==> src/rtl/fifo_defs.vh <==
// rtl/fifo_defs.vh - width derivation and parameter range checks shared by FIFO variants
`ifndef FIFO_DEFS_VH
`define FIFO_DEFS_VH

// Pointer width: one bit per address line of a power-of-two store.
`define FIFO_AW(depth) $clog2(depth)

// Occupancy width: one extra bit so a completely full store (count == depth) is representable.
`define FIFO_CNT_W(depth) ($clog2(depth) + 1)

// Depth must be a power of two so the pointers wrap by natural rollover.
`define FIFO_DEPTH_OK(depth) (((depth) >= 4) && (((depth) & ((depth) - 1)) == 0))

// Almost-full threshold has to sit strictly between empty and full.
`define FIFO_AF_OK(af, depth) (((af) >= 1) && ((af) <= ((depth) - 1)))

// Almost-empty threshold must leave at least two levels above it.
`define FIFO_AE_OK(ae, depth) (((ae) >= 0) && ((ae) <= ((depth) - 2)))

`endif

==> src/rtl/fifo_param_buffer_pkg.sv <==
// rtl/fifo_param_buffer_pkg.sv - status flag bundle and flag derivation for the parametrised FIFO
package fifo_param_buffer_pkg;

    // All occupancy-derived flags travel together so they are always registered from one count.
    typedef struct packed {
        logic empty;
        logic full;
        logic almost_full;
        logic almost_empty;
    } fifo_status_t;

    // Flag values held while in reset (empty store).
    localparam fifo_status_t FIFO_STATUS_RESET = '{
        empty:        1'b1,
        full:         1'b0,
        almost_full:  1'b0,
        almost_empty: 1'b1
    };

    // Derive every flag from a single occupancy value.
    function automatic fifo_status_t fifo_status(
        input int unsigned count,
        input int unsigned depth,
        input int unsigned af_thresh,
        input int unsigned ae_thresh
    );
        fifo_status_t s;
        s.empty        = (count == 0);
        s.full         = (count == depth);
        s.almost_full  = (count >= af_thresh);
        s.almost_empty = (count <= ae_thresh);
        return s;
    endfunction

endpackage

==> src/rtl/fifo_sdp_ram.sv <==
// rtl/fifo_sdp_ram.sv - simple dual-port store: synchronous write, asynchronous read address path
module fifo_sdp_ram #(
    parameter int DATA_W = 8,
    parameter int DEPTH  = 64,
    parameter int AW     = $clog2(DEPTH)
) (
    input  logic              clk,
    input  logic              wr_en,
    input  logic [AW-1:0]     wr_addr,
    input  logic [DATA_W-1:0] wr_data,
    input  logic [AW-1:0]     rd_addr,
    output logic [DATA_W-1:0] rd_data
);

    logic [DATA_W-1:0] mem [DEPTH];

    // Contents are deliberately not reset; the control logic never reads an unwritten entry.
    always_ff @(posedge clk) begin
        if (wr_en) begin
            mem[wr_addr] <= wr_data;
        end
    end

    assign rd_data = mem[rd_addr];

endmodule

==> src/rtl/fifo_param_buffer.sv <==
// rtl/fifo_param_buffer.sv - parametrised synchronous FIFO with thresholds and standard/FWFT read
`include "fifo_defs.vh"

module fifo_param_buffer
    import fifo_param_buffer_pkg::*;
#(
    parameter int DATA_W    = 8,
    parameter int DEPTH     = 64,
    parameter int AF_THRESH = 56,
    parameter int AE_THRESH = 8,
    parameter int FWFT      = 0
) (
    input  logic                          clk,
    input  logic                          rst,
    input  logic                          wr_en,
    input  logic [DATA_W-1:0]             buf_in,
    input  logic                          rd_en,
    output logic [DATA_W-1:0]             buf_out,
    output logic                          rd_valid,
    output logic                          buf_empty,
    output logic                          buf_full,
    output logic                          buf_almost_full,
    output logic                          buf_almost_empty,
    output logic                          overflow,
    output logic                          underflow,
    output logic [`FIFO_CNT_W(DEPTH)-1:0] fifo_counter
);

    localparam int AW    = `FIFO_AW(DEPTH);
    localparam int CNT_W = `FIFO_CNT_W(DEPTH);

    // Refuse to elaborate with parameters the pointer/flag logic cannot honour.
    generate
        if (!`FIFO_DEPTH_OK(DEPTH)) begin : g_bad_depth
            $error("fifo_param_buffer: DEPTH must be a power of two and at least 4");
        end
        if (!`FIFO_AF_OK(AF_THRESH, DEPTH)) begin : g_bad_af
            $error("fifo_param_buffer: AF_THRESH must lie in 1..DEPTH-1");
        end
        if (!`FIFO_AE_OK(AE_THRESH, DEPTH)) begin : g_bad_ae
            $error("fifo_param_buffer: AE_THRESH must lie in 0..DEPTH-2");
        end
    endgenerate

    logic [AW-1:0]     wr_ptr;
    logic [AW-1:0]     rd_ptr;
    logic              rd_ok;
    logic              wr_ok;
    logic [CNT_W-1:0]  count_next;
    fifo_status_t      status_next;
    logic [DATA_W-1:0] ram_rd_data;

    // A read frees a slot in the same cycle, so a full FIFO still takes a simultaneous write.
    assign rd_ok       = rd_en & ~buf_empty;
    assign wr_ok       = wr_en & (~buf_full | rd_ok);
    assign count_next  = fifo_counter + CNT_W'(wr_ok) - CNT_W'(rd_ok);
    assign status_next = fifo_status(32'(count_next), DEPTH, AF_THRESH, AE_THRESH);

    // Pointers, occupancy, flags and error pulses; flags follow the next count so they track fifo_counter.
    always_ff @(posedge clk) begin
        if (!rst) begin
            wr_ptr           <= '0;
            rd_ptr           <= '0;
            fifo_counter     <= '0;
            buf_empty        <= FIFO_STATUS_RESET.empty;
            buf_full         <= FIFO_STATUS_RESET.full;
            buf_almost_full  <= FIFO_STATUS_RESET.almost_full;
            buf_almost_empty <= FIFO_STATUS_RESET.almost_empty;
            overflow         <= 1'b0;
            underflow        <= 1'b0;
        end else begin
            if (wr_ok) begin
                wr_ptr <= wr_ptr + AW'(1);
            end
            if (rd_ok) begin
                rd_ptr <= rd_ptr + AW'(1);
            end
            fifo_counter     <= count_next;
            buf_empty        <= status_next.empty;
            buf_full         <= status_next.full;
            buf_almost_full  <= status_next.almost_full;
            buf_almost_empty <= status_next.almost_empty;
            overflow         <= wr_en & ~wr_ok;
            underflow        <= rd_en & ~rd_ok;
        end
    end

    // Writes are gated by reset so a request in a reset cycle leaves no trace.
    fifo_sdp_ram #(
        .DATA_W (DATA_W),
        .DEPTH  (DEPTH),
        .AW     (AW)
    ) u_ram (
        .clk     (clk),
        .wr_en   (wr_ok & rst),
        .wr_addr (wr_ptr),
        .wr_data (buf_in),
        .rd_addr (rd_ptr),
        .rd_data (ram_rd_data)
    );

    generate
        if (FWFT == 0) begin : g_std_read
            // Standard read: capture the head on an accepted read and flag it for exactly one cycle.
            always_ff @(posedge clk) begin
                if (!rst) begin
                    buf_out  <= '0;
                    rd_valid <= 1'b0;
                end else begin
                    rd_valid <= rd_ok;
                    if (rd_ok) begin
                        buf_out <= ram_rd_data;
                    end
                end
            end
        end else begin : g_fwft_read
            // Fall-through: the head is always presented; forced to zero while nothing is stored.
            always_comb begin
                buf_out  = buf_empty ? '0 : ram_rd_data;
                rd_valid = ~buf_empty;
            end
        end
    endgenerate

endmodule
==> config.mk <==
export PLATFORM = sky130hd
export DESIGN_NAME = fifo_param_buffer
export DESIGN_NICKNAME = d
export VERILOG_FILES = /design/src/rtl/fifo_param_buffer_pkg.sv /design/src/rtl/fifo_sdp_ram.sv /design/src/rtl/fifo_param_buffer.sv
export VERILOG_INCLUDE_DIRS = /design/src /design/src/rtl
export SDC_FILE = /design/constraint.sdc
export NUM_CORES = 1
export LEC_CHECK = 0
export BUFFER_PORTS_ARGS = -buffer_cell sky130_fd_sc_hd__clkbuf_2
export CORE_UTILIZATION = 24
export DETAILED_ROUTE_END_ITERATION = 12
export GPL_ROUTABILITY_DRIVEN = 0
export HOLD_SLACK_MARGIN = 0.15
export PLACE_DENSITY = 0.38
export RECOVER_POWER = 100
export SYNTH_ARGS = -nofsm -noshare
export SYNTH_HDL_FRONTEND = slang
export SYNTH_SLANG_ARGS = --single-unit
==> constraint.sdc <==
create_clock -name clk -period 3 [get_ports clk]
set_input_delay 0.15 -clock clk [delete_from_list [all_inputs] [get_ports clk]]
set_output_delay 0.15 -clock clk [all_outputs]
set_load 0.05 [all_outputs]
=== Yosys cells after proc, flatten, opt, wreduce, memory -nomap -nowiden ===
Memory sizes are Yosys's and may differ from the RTL's. A register that Yosys moved wholly into a read port is not among the register bits.
Index checks and enable logic that the tools add are counted.

* Add/sub/neg operators: 4
* Magnitude comparators: 2
* Equal/unequal tests: 1
* Multiplexer cells: 2
* Bitwise gates (word level): 10
* Reductions and logical operators: 2

{| class="wikitable"
|+ Operators with widths
! cell !! count
|-
| 6-bit by 1-bit adder with 6-bit output, second input constant || 2
|-
| 7-bit by 1-bit adder with 7-bit output || 1
|-
| 7-bit equality test, second input constant || 1
|-
| 7-bit by 6-bit greater-or-equal comparator with 1-bit output, second input constant || 1
|-
| 7-bit by 4-bit <= comparator with 1-bit output, second input constant || 1
|-
| 7-bit zero test || 1
|-
| 7-bit by 1-bit subtractor with 7-bit output || 1
|-
| 1-bit AND || 5
|-
| 1-bit NOT || 4
|-
| 1-bit two-way mux || 2
|-
| 1-bit zero test || 1
|-
| 1-bit OR || 1
|}

* Bits in registers: 26
* RAM bits: 512
* Input port bits: 12
* Output and inout bits: 22
* Logic and storage cells: 32
* Memories: 1

{| class="wikitable"
|+ Memories
! name !! depth !! width !! read ports !! clocked after memory_dff !! write ports !! RTL line !! source
|-
| u_ram.mem || 64 || 8 || 1 || 1 || 1 || fifo_sdp_ram.sv:15 || <nowiki>logic [DATA_W-1:0] mem [DEPTH];</nowiki>
|}

=== Logic depth before layout (Yosys ltp) ===
Gate-level depths: netlist of the first run.

* Depth in word-level cells: 7
* Depth in mapped cells: 13
* Depth with buffers taken out: 13

=== By module ===
A second synthesis of the first run with hierarchy kept.

* Cell total of the unflattened synthesis: 1093
* Area total of the unflattened synthesis: 21536.9 um^2

{| class="wikitable"
|+ Modules (own cells, without submodules)
! module !! instances !! cells each !! area an instance (um^2) !! sequential area each (um^2)
|-
| fifo_sdp_ram || 1 || 932 || 20006.7 || 15374.7
|-
| fifo_param_buffer || 1 || 161 || 1530.2 || 680.7
|}

=== Worst setup path after synthesis of the first run ===
No wires, ideal clock.

* Path type: register to register
* Start: reg buf_empty
* End: reg buf_almost_empty
* Library setup time: 87 ps
* Arrival: 3195 ps
* Data required time: 2913 ps
* Setup slack: -282 ps
* Stages on the path, launching flop included: 14
* Buffers on the path: 0
* Period minus slack after synthesis: 3282 ps
* Cell sequence: dfxtp_1 > nand2b_1 > a21boi_2 > inv_1 > ha_1 > inv_1 > ha_1 > inv_1 > fa_1 > nand2b_1 > or4_1 > a211oi_1 > o22ai_1 > o31ai_1

* Word-level cells in the longest chain between the ends: 7

{| class="wikitable"
|+ Ends and longest elaborated chain
! element !! RTL line !! source
|-
| start: declaration || fifo_param_buffer.sv:20 || <nowiki>output logic buf_empty,</nowiki>
|-
| start signal: assignment || fifo_param_buffer.sv:65 || <nowiki>buf_empty <= FIFO_STATUS_RESET.empty;</nowiki>
|-
| start signal: assignment || fifo_param_buffer.sv:79 || <nowiki>buf_empty <= status_next.empty;</nowiki>
|-
| 1-bit NOT (*) || fifo_param_buffer.sv:54 || <nowiki>assign rd_ok = rd_en & ~buf_empty;</nowiki>
|-
| 1-bit AND (*) || fifo_param_buffer.sv:54 ||
|-
| 1-bit OR || fifo_param_buffer.sv:55 || <nowiki>assign wr_ok = wr_en & (~buf_full | rd_ok);</nowiki>
|-
| 1-bit AND || fifo_param_buffer.sv:55 ||
|-
| 7-bit by 1-bit adder with 7-bit output || fifo_param_buffer.sv:56 || <nowiki>assign count_next = fifo_counter + CNT_W'(wr_ok) - CNT_W'(rd_ok);</nowiki>
|-
| 7-bit by 1-bit subtractor with 7-bit output (*) || fifo_param_buffer.sv:56 ||
|-
| 7-bit by 4-bit <= comparator with 1-bit output (*) || fifo_param_buffer_pkg.sv:31 || <nowiki>s.almost_empty = (count <= ae_thresh);</nowiki>
|-
| end signal: assignment || fifo_param_buffer.sv:68 || <nowiki>buf_almost_empty <= FIFO_STATUS_RESET.almost_empty;</nowiki>
|-
| end signal: assignment || fifo_param_buffer.sv:82 || <nowiki>buf_almost_empty <= status_next.almost_empty;</nowiki>
|-
| end: declaration || fifo_param_buffer.sv:23 || <nowiki>output logic buf_almost_empty,</nowiki>
|}

Every way passes the cells marked *; elsewhere a longest branch is shown, timed or not.
A chain may end at the register's enable or synchronous reset.

==> results of run 1 <==
[power breakdown]
| part | switching, mW | leakage, nW | internal (mW) |
|---|---|---|---|
| clock network | 3.13 | 0.971 | 4.38 |
| registers | 0.0868 | 4.88 | 8.43 |
| logic | 1.40 | 2.04 | 0.865 |
| total | 4.62 | 7.89 | 13.7 |
[worst max-delay path: cells and delay by family (launching register included)]
kind / cells / cell delay, ps
muxes: 1 / 540
AOI/OAI and AO/OA: 4 / 1340
DFF: 1 / 400
buffers and inverters: 2 / 530
[routing by layer]
layer,GRT usage,share of wire,wire [um],vias up
li1,-,-,-,4936
met1,0.188,0.48,28300,5878
met2,0.202,0.45,26900,224
met3,0.0253,0.048,2830,71
met4,0.0346,0.021,1220,2
met5,0,0.00022,13,-
[cell usage in the layout (no fill, tap or decap), types with 28 or more instances in the layout]
master,instances
mux4_2,96
buf_4,43
mux2i_1,65
dfxtp_1,30
nor2_1,84
edfxtp_1,512
clkbuf_16,62
clkbuf_2,33
clkbuf_1,85
a22o_1,28
[final cells by class]
cell class | instances | area [sq um] | area share
Inverter | 14 | 52.6 | 0.00205
Clock inverter | 44 | 434 | 0.0169
Sequential cell | 546 | 16100 | 0.626
Multi-Input combinational cell | 495 | 4980 | 0.194
Timing Repair Buffer | 179 | 1080 | 0.0421
Clock buffer | 69 | 1580 | 0.0615
Tap cell | 1165 | 1460 | 0.0568
[sequential cells by signal (all words and copies together) (netlist names)]
| register | flops |
|---|---|
| buf_almost_empty | 1 |
| buf_almost_full | 1 |
| buf_empty | 1 |
| buf_full | 1 |
| buf_out | 8 |
| fifo_counter | 7 |
| overflow | 1 |
| rd_ptr | 6 |
| rd_valid | 1 |
| u_ram.mem | 512 |
| underflow | 1 |
| wr_ptr | 6 |
[timing repair]
action / 4_1_cts / 5_1_grt
setup buffers: 0 / 2
hold buffers: 7 / 0
setup endpoints to repair: 3 / 3
pin swaps: 0 / 8
gates resized for setup: 3 / 7
endpoints found under the hold margin: 50 / 0
[metrics by stage]
stage          setup slack, ps  power, mW
2_1_floorplan             37.9       10.2
6_report                  62.0       18.3
3_3_place_gp              -103       10.9
5_1_grt                   4.34       19.0
4_1_cts                   50.6       18.5
3_5_place_dp              -121       10.9
[kinds of logic (layout without fill, tap and decap cells)]
kind of cell               count (synthesis)  count (layout)  synth area share
AOI/OAI and AO/OA                        143             143            0.0513
xor gates and xnor gates                  14              14           0.00573
DFF                                      546             546             0.751
buffers and inverters                     77             306            0.0190
and+or+nand+nor                          167             167            0.0356
muxes                                    161             161             0.132
adders and majority gates                 10              10           0.00620
[path summary, 6_finish.rpt]
check	start	to	slack (ps)	cells past startpoint
max reg2reg	rd_ptr[0]$_SDFFE_PN0P_	buf_out[3]$_SDFFE_PN0P_	60	7
min	buf_in[1]	u_ram.mem[10][1]$_DFFE_PP_	380	1
max	rd_ptr[0]$_SDFFE_PN0P_	buf_out[3]$_SDFFE_PN0P_	60	7
min reg2reg	rd_ptr[5]$_SDFFE_PN0P_	rd_ptr[5]$_SDFFE_PN0P_	550	2
==> summary.md, run 1 <==
| Metric | Value |
|---|---|
| Status | `finished, violations left` |
| Failing checks | `capacitance limit, slew limit` |
| Mapped Avg Cell Area | `19.1 sq um` |
| Ys Warns | `0` |
| Syn Nets | `1140` |
| WS Path Type | `flop to flop` |
| Die Width | `301 um` |
| # H-tree levels | `2` |
| Power per cell area | `approximately 700 mW/mm^2` |
| Vias per cell | `4.42` |
| Critical Path Fanout Max | `13` |
| Cells along the critical path | `buf_4 > mux4_2 > a22o_1 > a2111oi_1 > buf_4 > o21ai_0 > a22o_1` |
| Post-layout nets | `1319` |
| Largest area contributor in the netlist | `edfxtp_1` |
| Max frequency | `0.340 GHz` |
| FILL cells | `between 8000 and 9000` |
| Drc violations | `0` |
| I/O Pins | `34` |
| Area grow syn2layout | `19.9%` |
| Max-slew violation count | `208` |
| Sequential-to-total area share from yosys stat | `0.751` |
| Slowest CP cell | `a2111oi_1` |
| Layout cells sized above 1 | `0.224` |
| DR vias | `11100` |
| Synth top area cells | `edfxtp_1 72%, mux4_2 10%, dfxtp_1 3.2%` |
| Synth cell count leaders | `512 x edfxtp_1, 96 x mux4_2, 85 x nor2_1` |
| CTS tree | `built` |
| Clock insertion delay at the later pin of the skew report | `630 ps` |
| Rows | `between 100 and 150` |
| GRT Overall Usage | `0.131` |
| Fin area | `0.0256 sq mm` |
| Finished Layout Cells | `2512` |
| Vias in the first global route | `11400` |
| Final WL | `between 50000 and 60000 um` |
| Total gr overflow | `0` |
| Arr. time, crit path | `3450 ps` |
| Placed cells | `2390` |
| DR pass1 iterations | `5` |
| Number of flops mapped to enable cells by yosys | `between 500 and 600` |
| Final core utilization | `0.290` |
| Max-cap violations | `6` |
| HPWL Detailed | `approximately 38000 um` |
| Clk sinks | `546` |
| First-pass GRT wire length | `approximately 85000 um` |
| Fin crit share | `0.979` |
| Clock Skew | `23.5 ps` |
| Bufs on Longest Clock Path | `3` |
| Worst Path Required | `3510 ps` |
| Die Ht | `301 um` |
| Max-slew headroom | `-0.539` |
| Clk slew on worst S/H paths | `60 ps` |
| Unique cell type count in the Yosys netlist | `54` |
| DP Area | `about 0.024 sq mm` |
| Clock root buffer | `clkbuf_16` |
| Die Area | `0.0903 sq mm` |
| Synth Flop Type | `edfxtp_1` |
| Top cell type's share of synthesized area | `0.719` |
| # port buffers | `33` |
| FFs w/ async S/R, synth | `0` |
| Worst Tran Pin Value | `2310 ps` |
| TNS Setup | `0 ps` |
| Worst hold slack | `just under 400 ps` |
| Worst path max stage delay | `780 ps` |
| Antenna violations before repair | `1` |
| Critical Path Sink Type | `flop` |
| Core ar. | `0.0884 sq mm` |
| Final Hold Fails | `0` |
| RSZ-0062 raised after global routing | `no` |
| Largest net degree at the start of global routing | `65` |
| Synth Register Bits | `roughly 550` |
| CP Launch Type | `flop` |
| Antenna Nets Post-Route | `0` |
| Period minus WS final | `2940 ps` |
| Number of diodes | `0` |
| Post-Syn Instances | `1118` |
| Peak VDD IR | `between 400 and 500 uV` |
| Most common cell in the synthesized netlist | `edfxtp_1` |
| Routed len/inst | `23.6 um` |
| # setup viols final | `0` |
| Leakage | `7.89 nW` |
| Synthesized cell area | `about 0.021 sq mm` |
| 1st-iter DRT viols | `754` |
| Initial core utilization | `0.242` |
| Worst hold path class | `input port to flop` |
| Total CTS buffers | `61` |
(Power assumes the default switching activity.)
==> run 2, diff against run 1 <==
--- a/config.mk
+++ b/config.mk
@@ -6,12 +6,13 @@
 export SDC_FILE = /design/constraint.sdc
 export NUM_CORES = 1
 export LEC_CHECK = 0
+export ABC_AREA = 1
 export BUFFER_PORTS_ARGS = -buffer_cell sky130_fd_sc_hd__clkbuf_2
-export CORE_UTILIZATION = 24
+export CORE_UTILIZATION = 30
 export DETAILED_ROUTE_END_ITERATION = 12
 export GPL_ROUTABILITY_DRIVEN = 0
 export HOLD_SLACK_MARGIN = 0.15
-export PLACE_DENSITY = 0.38
+export PLACE_DENSITY = 0.44
 export RECOVER_POWER = 100
 export SYNTH_ARGS = -nofsm -noshare
 export SYNTH_HDL_FRONTEND = slang
==> run 2 against run 1 <==
Against the previous run:
- the flow still finishes with violations (capacitance limit, slew limit)
- global-route usage up 3.5 points
- sequential power about the same
- register-to-register slack better by 150 ps
- setup slack better by 150 ps
- clock-buffer cell count up 14
- via count up 38%
- synthesized area up 7.2%
- power down 0.87%
- final cell count up 30%
- critical endpoint is now u_ram.mem[53][1]$_DFFE_PP_
- largest power group unchanged
==> summary.md, run 2 <==
| Metric | Value |
|---|---|
| Post-layout nets | `2278 (was 1319)` |
| First-pass GRT wire length | `96400 um (was 84900 um)` |
| Worst r2r src | `buf_empty$_SDFF_PN1_ (was rd_ptr[0]$_SDFFE_PN0P_)` |
| Clock insertion delay at the later pin of the skew report | `630 ps (about the same)` |
| Post-CTS repair timing setup buffer count | `0 (unchanged)` |
| Leakage | `9.92 nW (was 7.89 nW)` |
| Total gr overflow | `0 (unchanged)` |
| Fin area | `0.0265 sq mm (was 0.0256 sq mm)` |
| Synth Flop Type | `edfxtp_1 (unchanged)` |
| Synth Register Bits | `546 (unchanged)` |
| FILL cells | `7589 (was 8781)` |
| Routed len/inst | `19.5 um (was 23.6 um)` |
| Critical Path Fanout Max | `8 (was 13)` |
| Hold endpoint | `rd_valid$_SDFF_PN0_ (was u_ram.mem[10][1]$_DFFE_PP_)` |
| # H-tree levels | `2 (unchanged)` |
| Largest Register | `u_ram.mem (unchanged)` |
| Number of flops mapped to enable cells by yosys | `512 (unchanged)` |
| Post-Syn Instances | `2165 (was 1118)` |
| Max reg flops | `512 (unchanged)` |
| Synthesized cell area | `0.0229 sq mm (was 0.0214 sq mm)` |
| Antenna Nets Post-Route | `0 (unchanged)` |
| Die Area | `0.0775 sq mm (was 0.0903 sq mm)` |
| Peak VDD IR | `532 uV (was 445 uV)` |
| Clock Skew | `27.4 ps (was 23.5 ps)` |
| Worst hold path class | `flop to flop (was input port to flop)` |
| Commonest non-fill, non-tap cell in the layout | `nand2_1 (was edfxtp_1)` |
| # port buffers | `33 (unchanged)` |
| Synth cell count leaders | `663 x nand2_1, 512 x edfxtp_1, 280 x nand3_1 (was 512 x edfxtp_1, 96 x mux4_2, 85 x nor2_1)` |
| DR vias | `15300 (was 11100)` |
| Rows | `100 (was 109)` |
| Mapped Avg Cell Area | `10.6 sq um (was 19.1 sq um)` |
| Hold depth | `1 (unchanged)` |
| R2R Setup Slk | `210 ps (was 60 ps)` |
| Die Width | `278 um (was 301 um)` |
| Syn Nets | `2187 (was 1140)` |
| # setup viols final | `0 (unchanged)` |
| Clk slew on worst S/H paths | `60 ps (about the same)` |
| Fin crit share | `0.929 (was 0.979)` |
| Final WL | `64100 um (was 59200 um)` |
| Register area | `0.0161 sq mm (about the same)` |
| FFs w/ async S/R, synth | `0 (unchanged)` |
| HPWL Detailed | `39200 um (was 38100 um)` |
| Ys Warns | `0 (unchanged)` |
| Core ar. | `0.0751 sq mm (was 0.0884 sq mm)` |
| RSZ-0062 raised after global routing | `no (unchanged)` |
| Failing checks | `capacitance limit, slew limit (unchanged)` |
| Worst R2R Path Depth | `9 (was 7)` |
| Max-slew headroom | `-0.255 (was -0.539)` |
| Clock root buffer | `clkbuf_16 (unchanged)` |
| Drc violations | `0 (unchanged)` |
| Total CTS buffers | `61 (unchanged)` |
| Hold Crit Start | `buf_empty$_SDFF_PN1_ (was buf_in[1])` |
| CTS tree | `built (unchanged)` |
| Largest regs | `u_ram.mem: 512 flops, buf_out: 8 flops, fifo_counter: 7 flops (unchanged)` |
| Area grow syn2layout | `15.4% (was 19.9%)` |
| Vias in the first global route | `15100 (was 11400)` |
| Largest area contributor in the netlist | `edfxtp_1 (unchanged)` |
| Critical Path Sink Type | `flop (unchanged)` |
| RR Endpoint | `u_ram.mem[53][1]$_DFFE_PP_ (was buf_out[3]$_SDFFE_PN0P_)` |
| Power per cell area | `685 mW/mm^2 (was 713 mW/mm^2)` |
| Synth top area cells | `edfxtp_1 67%, nand2_1 11%, nand3_1 6.1% (was edfxtp_1 72%, mux4_2 10%, dfxtp_1 3.2%)` |
| Largest net degree at the start of global routing | `130 (was 65)` |
| Antenna violations before repair | `0 (was 1)` |
| Footprint of the multi-input gates | `0.00571 sq mm (was 0.00498 sq mm)` |
| Max frequency | `0.359 GHz (was 0.340 GHz)` |
| Worst Tran Pin Value | `1880 ps (was 2310 ps)` |
| Worst Path Required | `3240 ps (was 3510 ps)` |
| Die Ht | `278 um (was 301 um)` |
| I/O Pins | `34 (unchanged)` |
| Initial core utilization | `0.305 (was 0.242)` |
| Power Total | `18.1 mW (was 18.3 mW)` |
| Period minus WS final | `2790 ps (was 2940 ps)` |
| TNS Setup | `0 ps (unchanged)` |
| Status | `finished, violations left (unchanged)` |
| Most common cell in the synthesized netlist | `nand2_1 (was edfxtp_1)` |
| Most frequent cells in the layout | `664 x nand2_1, 512 x edfxtp_1, 280 x nand3_1 (was 512 x edfxtp_1, 96 x mux4_2, 85 x clkbuf_1)` |
| WS Path Type | `flop to flop (unchanged)` |
| Arr. time, crit path | `3030 ps (was 3450 ps)` |
| 1st-iter DRT viols | `1172 (was 754)` |
| Bufs on Longest Clock Path | `3 (unchanged)` |
| DP Area | `0.0246 sq mm (was 0.0238 sq mm)` |
| Top cell type's share of synthesized area | `0.671 (was 0.719)` |
| Finished Layout Cells | `3277 (was 2512)` |
| Max-cap violations | `7 (was 6)` |
| GRT Overall Usage | `0.166 (was 0.131)` |
| Unique cell type count in the Yosys netlist | `29 (was 54)` |
| Sequential-to-total area share from yosys stat | `0.701 (was 0.751)` |
| CP Launch Type | `flop (unchanged)` |
| Placed cells | `3149 (was 2390)` |
| Max-slew violation count | `276 (was 208)` |
| DR pass1 iterations | `5 (unchanged)` |
| Clk sinks | `546 (unchanged)` |
| Final Hold Fails | `0 (unchanged)` |
| Vias per cell | `4.68 (was 4.42)` |
| Layout cells sized above 1 | `0.0642 (was 0.224)` |
[run 2: cell types whose count changed in the layout (fill, tap and decap cells not counted), moves of 65 or more]
cell / delta
nand2_1: +643
nand3_1: +258
nor2_1: +176
inv_1: +150
mux4_2: -96
mux2i_1: -65
[run 2: kinds of logic after synthesis]
| group | count (synthesis) | synth area share |
|---|---|---|
| buf+inv | 278 | 0.0504 |
| compound gates | 105 | 0.0233 |
| xor+xnor | 7 | 0.00268 |
| fa+ha+maj | 10 | 0.00579 |
| simple gates | 1219 | 0.217 |
| flops | 546 | 0.701 |
[run 2: metrics by stage]
step / setup slack [ps] / utilization / hold WS [ps]
after floorplan: 56.7 / - / 249
after global placement: 383 / 0.328 / 374
after detailed placement: 399 / 0.328 / 375
after CTS: 311 / 0.356 / 169
after global routing: 67.0 / 0.352 / 521
final: 214 / 0.352 / 480
[run 2: how the worst max path moves through the flow]
stage	start	end	slack, ps	cells past startpoint
final	buf_empty$_SDFF_PN1_	u_ram.mem[53][1]$_DFFE_PP_	210	9
after global routing	buf_empty$_SDFF_PN1_	u_ram.mem[53][1]$_DFFE_PP_	70	9
after CTS	buf_empty$_SDFF_PN1_	buf_empty$_SDFF_PN1_	310	15
after detailed placement	buf_empty$_SDFF_PN1_	buf_empty$_SDFF_PN1_	400	15
after global placement	buf_empty$_SDFF_PN1_	buf_empty$_SDFF_PN1_	380	15
after floorplan	buf_empty$_SDFF_PN1_	buf_empty$_SDFF_PN1_	60	15
[run 2: worst max-delay path: stages (launching register included)]
cell and delay [ps]:
dfxtp_1 330, inv_1 70, nand2_1 90, nand2_1 100
nand2_1 80, clkbuf_1 210, nor2_1 280, nand4_1 190
clkbuf_1 340, nor2_1 690
[run 2: layout make-up]
cell class | count | area share
clock inverters | 31 | 0.0102
clock buffers | 83 | 0.0643
inverters | 169 | 0.0242
well taps | 969 | 0.0458
multi-input cells | 1341 | 0.216
flip-flops and latches | 546 | 0.607
diodes | 1 | 0.0000946
repair buffers | 137 | 0.0328
[run 2: report_power, final]
group	internal (mW)	switching [mW]
clock	4.30	3.05
sequential	8.43	0.0787
combinational	0.642	1.63
total	13.4	4.76
[run 2: timing repair]
| action | in CTS | in global routing |
|---|---|---|
| endpoints found under the hold margin | 218 | 0 |
| setup endpoints to repair | 0 | 0 |
| gates resized for setup | 0 | 0 |
| hold buffers | 13 | 0 |
[run 2: layer usage]
| metal | global-route usage | vias up | share of wire | wire length, um |
|---|---|---|---|---|
| met5 | 0 | - | 0 | 0 |
| met4 | 0.0436 | 0 | 0.022 | 1420 |
| met3 | 0.0207 | 87 | 0.044 | 2800 |
| met2 | 0.269 | 335 | 0.46 | 29800 |
| met1 | 0.233 | 7477 | 0.47 | 30100 |
| li1 | - | 7425 | - | - |
==> run 3, diff against run 2 <==
==> constraint.sdc (replaced) <==
create_clock -name clk -period 2.4 [get_ports clk]
set_input_delay 0.12 -clock clk [delete_from_list [all_inputs] [get_ports clk]]
set_output_delay 0.12 -clock clk [all_outputs]
set_load 0.05 [all_outputs]
==> run 3 against run 2 <==
Against the previous run:
- the flow still finishes with violations (capacitance limit, slew limit)
- first-iteration DRC count grew 3.6%
- wire length grew 0.91%
- register-to-register slack lost 130 ps
- critical path type unchanged
- largest cell class unchanged
- fmax grew 20%
- non-clock buffer count grew 48
- sequential share of layout area shrank 1.4 points
- via count grew 0.77%
- flip-flop and latch count is the same
- largest power group unchanged
==> summary.md, run 3 (synthesis results as in run 2) <==
| Metric | Value |
|---|---|
| Status | `finished, violations left (unchanged)` |
| Failing checks | `capacitance limit, slew limit (unchanged)` |
| Max-cap violations | `5 (was 7)` |
| Antenna Nets Post-Route | `0 (unchanged)` |
| Final Hold Fails | `0 (unchanged)` |
| DR pass1 iterations | `6 (was 5)` |
| CP Launch Type | `flop (unchanged)` |
| Final WL | `64600 um (was 64100 um)` |
| CP bufs+invs | `7 (was 3)` |
| Delay-heaviest family, CP | `adder cells (was simple AND/OR/NAND/NOR gates)` |
| Clock Skew | `19.9 ps (was 27.4 ps)` |
| Post-layout nets | `2325 (was 2278)` |
| Largest net degree at the start of global routing | `85 (was 130)` |
| Placed cells | `3193 (was 3149)` |
| Layout cells sized above 1 | `0.116 (was 0.0642)` |
| Most used cell, CP | `nand2_1 (unchanged)` |
| Peak VDD IR | `540 uV (was 532 uV)` |
| Core ar. | `0.0751 sq mm (unchanged)` |
| Largest Register | `u_ram.mem (unchanged)` |
| I/O Pins | `34 (unchanged)` |
| Worst Tran Pin Value | `1830 ps (was 1880 ps)` |
| Worst hold path class | `input port to flop (was flop to flop)` |
| Fin crit share | `0.966 (was 0.929)` |
| Rows | `100 (unchanged)` |
| Antenna violations before repair | `0 (unchanged)` |
| DR vias | `15400 (was 15300)` |
| CTS tree | `built (unchanged)` |
| Worst Path Required | `2960 ps (was 3240 ps)` |
| Largest regs | `u_ram.mem: 512 flops, buf_out: 8 flops, fifo_counter: 7 flops (unchanged)` |
| Max-slew headroom | `-0.221 (was -0.255)` |
| Most frequent cells in the layout | `658 x nand2_1, 512 x edfxtp_1, 280 x nand3_1 (was 664 x nand2_1, 512 x edfxtp_1, 280 x nand3_1)` |
| Bufs on Longest Clock Path | `3 (unchanged)` |
| Clock insertion delay at the later pin of the skew report | `630 ps (about the same)` |
| Leakage | `10.4 nW (was 9.92 nW)` |
| Slowest CP cell | `dfxtp_4 (was nor2_1)` |
| First-pass GRT wire length | `98200 um (was 96400 um)` |
| 1st-iter DRT viols | `1214 (was 1172)` |
| Commonest non-fill, non-tap cell in the layout | `nand2_1 (unchanged)` |
| Final core utilization | `0.361 (was 0.352)` |
| Die Area | `0.0775 sq mm (unchanged)` |
| Cells along the critical path | `inv_4 > nand2_8 > buf_6 > clkinv_8 > ha_4 > inv_4 > ha_4 > inv_2 > fa_2 > buf_4 > xnor2_1 > inv_1 > nand2_1 > nor2_1 > nand2_1 > nand2_1 > a21oi_1 > nor2_1 (was inv_1 > nand2_1 > nand2_1 > nand2_1 > clkbuf_1 > nor2_1 > nand4_1 > clkbuf_1 > nor2_1)` |
| Critical Path Fanout Max | `3 (was 8)` |
| Clk sinks | `546 (unchanged)` |
| Die Width | `278 um (unchanged)` |
| Die Ht | `278 um (unchanged)` |
| TNS Setup | `0 ps (unchanged)` |
| Vias in the first global route | `15600 (was 15100)` |
| HPWL Detailed | `39700 um (was 39200 um)` |
| Vias per cell | `4.65 (was 4.68)` |
| Area grow syn2layout | `18.3% (was 15.4%)` |
| # H-tree levels | `2 (unchanged)` |
| Finished Layout Cells | `3318 (was 3277)` |
| Routed len/inst | `19.5 um (about the same)` |
| Max reg flops | `512 (unchanged)` |
| Max-slew violation count | `281 (was 276)` |
| # setup viols final | `0 (unchanged)` |
| Period minus WS final | `2320 ps (was 2790 ps)` |
| GRT Overall Usage | `0.168 (was 0.166)` |
| Clk slew on worst S/H paths | `60 ps (about the same)` |
| Power per cell area | `837 mW/mm^2 (was 685 mW/mm^2)` |
| Arr. time, crit path | `2880 ps (was 3030 ps)` |
| # port buffers | `33 (unchanged)` |
| Drc violations | `0 (unchanged)` |
| Critical Path Sink Type | `flop (unchanged)` |
| WS Path Type | `flop to flop (unchanged)` |
| RSZ-0062 raised after global routing | `yes (was no)` |
| Worst path max stage delay | `360 ps (was 690 ps)` |
| Max frequency | `0.431 GHz (was 0.359 GHz)` |
| Clock root buffer | `clkbuf_16 (unchanged)` |
| Number of diodes | `0 (was 1)` |
| Initial core utilization | `0.305 (unchanged)` |
| Total gr overflow | `0 (unchanged)` |
| Total CTS buffers | `60 (was 61)` |
[run 3: cell types whose count changed in the layout (fill, tap and decap cells not counted), moves of 3 or more]
cell and change:
buf_4 +86, clkbuf_2 +18, clkbuf_1 -67, inv_4 +3
inv_1 -3, buf_12 +5, dfxtp_1 -3, nand2_2 +3
nand2_1 -6
[run 3: final cells by class]
cell class | count | area [sq um]
Multi-Input combinational cell | 1341 | 5800
Tap cell | 969 | 1210
Timing Repair Buffer | 185 | 1500
Clock inverter | 31 | 248
Fill cell | 7551 | 48000
Clock buffer | 77 | 1640
Sequential cell | 546 | 16100
Inverter | 169 | 659
[run 3: where the power goes]
| part | switching [mW] | total [mW] | internal (mW) |
|---|---|---|---|
| Clock | 3.76 | 8.94 | 5.19 |
| Combinational | 2.15 | 3.12 | 0.971 |
| Sequential | 0.101 | 10.6 | 10.5 |
| Total | 6.01 | 22.7 | 16.7 |
[run 3: metal layers]
| metal | part of all wire | track usage |
|---|---|---|
| met4 | 0.021 | 0.0448 |
| met2 | 0.46 | 0.273 |
| met1 | 0.48 | 0.235 |
| met3 | 0.039 | 0.0242 |
| met5 | 0 | 0 |
[run 3: final timing paths]
check,end,slack [ps],cells past startpoint,start
max,buf_almost_empty$_SDFF_PN1_,80,18,buf_empty$_SDFF_PN1_
min,buf_empty$_SDFF_PN1_,460,4,rst
max reg2reg,buf_almost_empty$_SDFF_PN1_,80,18,buf_empty$_SDFF_PN1_
min reg2reg,rd_valid$_SDFF_PN0_,460,1,buf_empty$_SDFF_PN1_
[run 3: stage by stage]
step / worst slack, ps / cell area, sq um / power (mW) / hold slack, ps
2_1_floorplan: -45.9 / 23000 / 12.9 / 219
3_3_place_gp: 7.70 / 25100 / 13.9 / 388
3_5_place_dp: 32.6 / 25100 / 13.9 / 383
4_1_cts: 18.2 / 27200 / 22.9 / 415
5_1_grt: -96.4 / 27100 / 23.7 / 454
6_report: 80.8 / 27100 / 22.7 / 456
[run 3: timing repair]
item,4_1_cts,5_1_grt
endpoints found under the hold margin,380,0
hold buffers,14,0
setup buffers,0,3
gates resized for setup,0,10
setup endpoints to repair,0,5
[run 3: worst min-delay path: stages]
cell and delay, ps:
dlygate4sd3_1 530, clkbuf_2 110, buf_4 190, o21ai_1 80
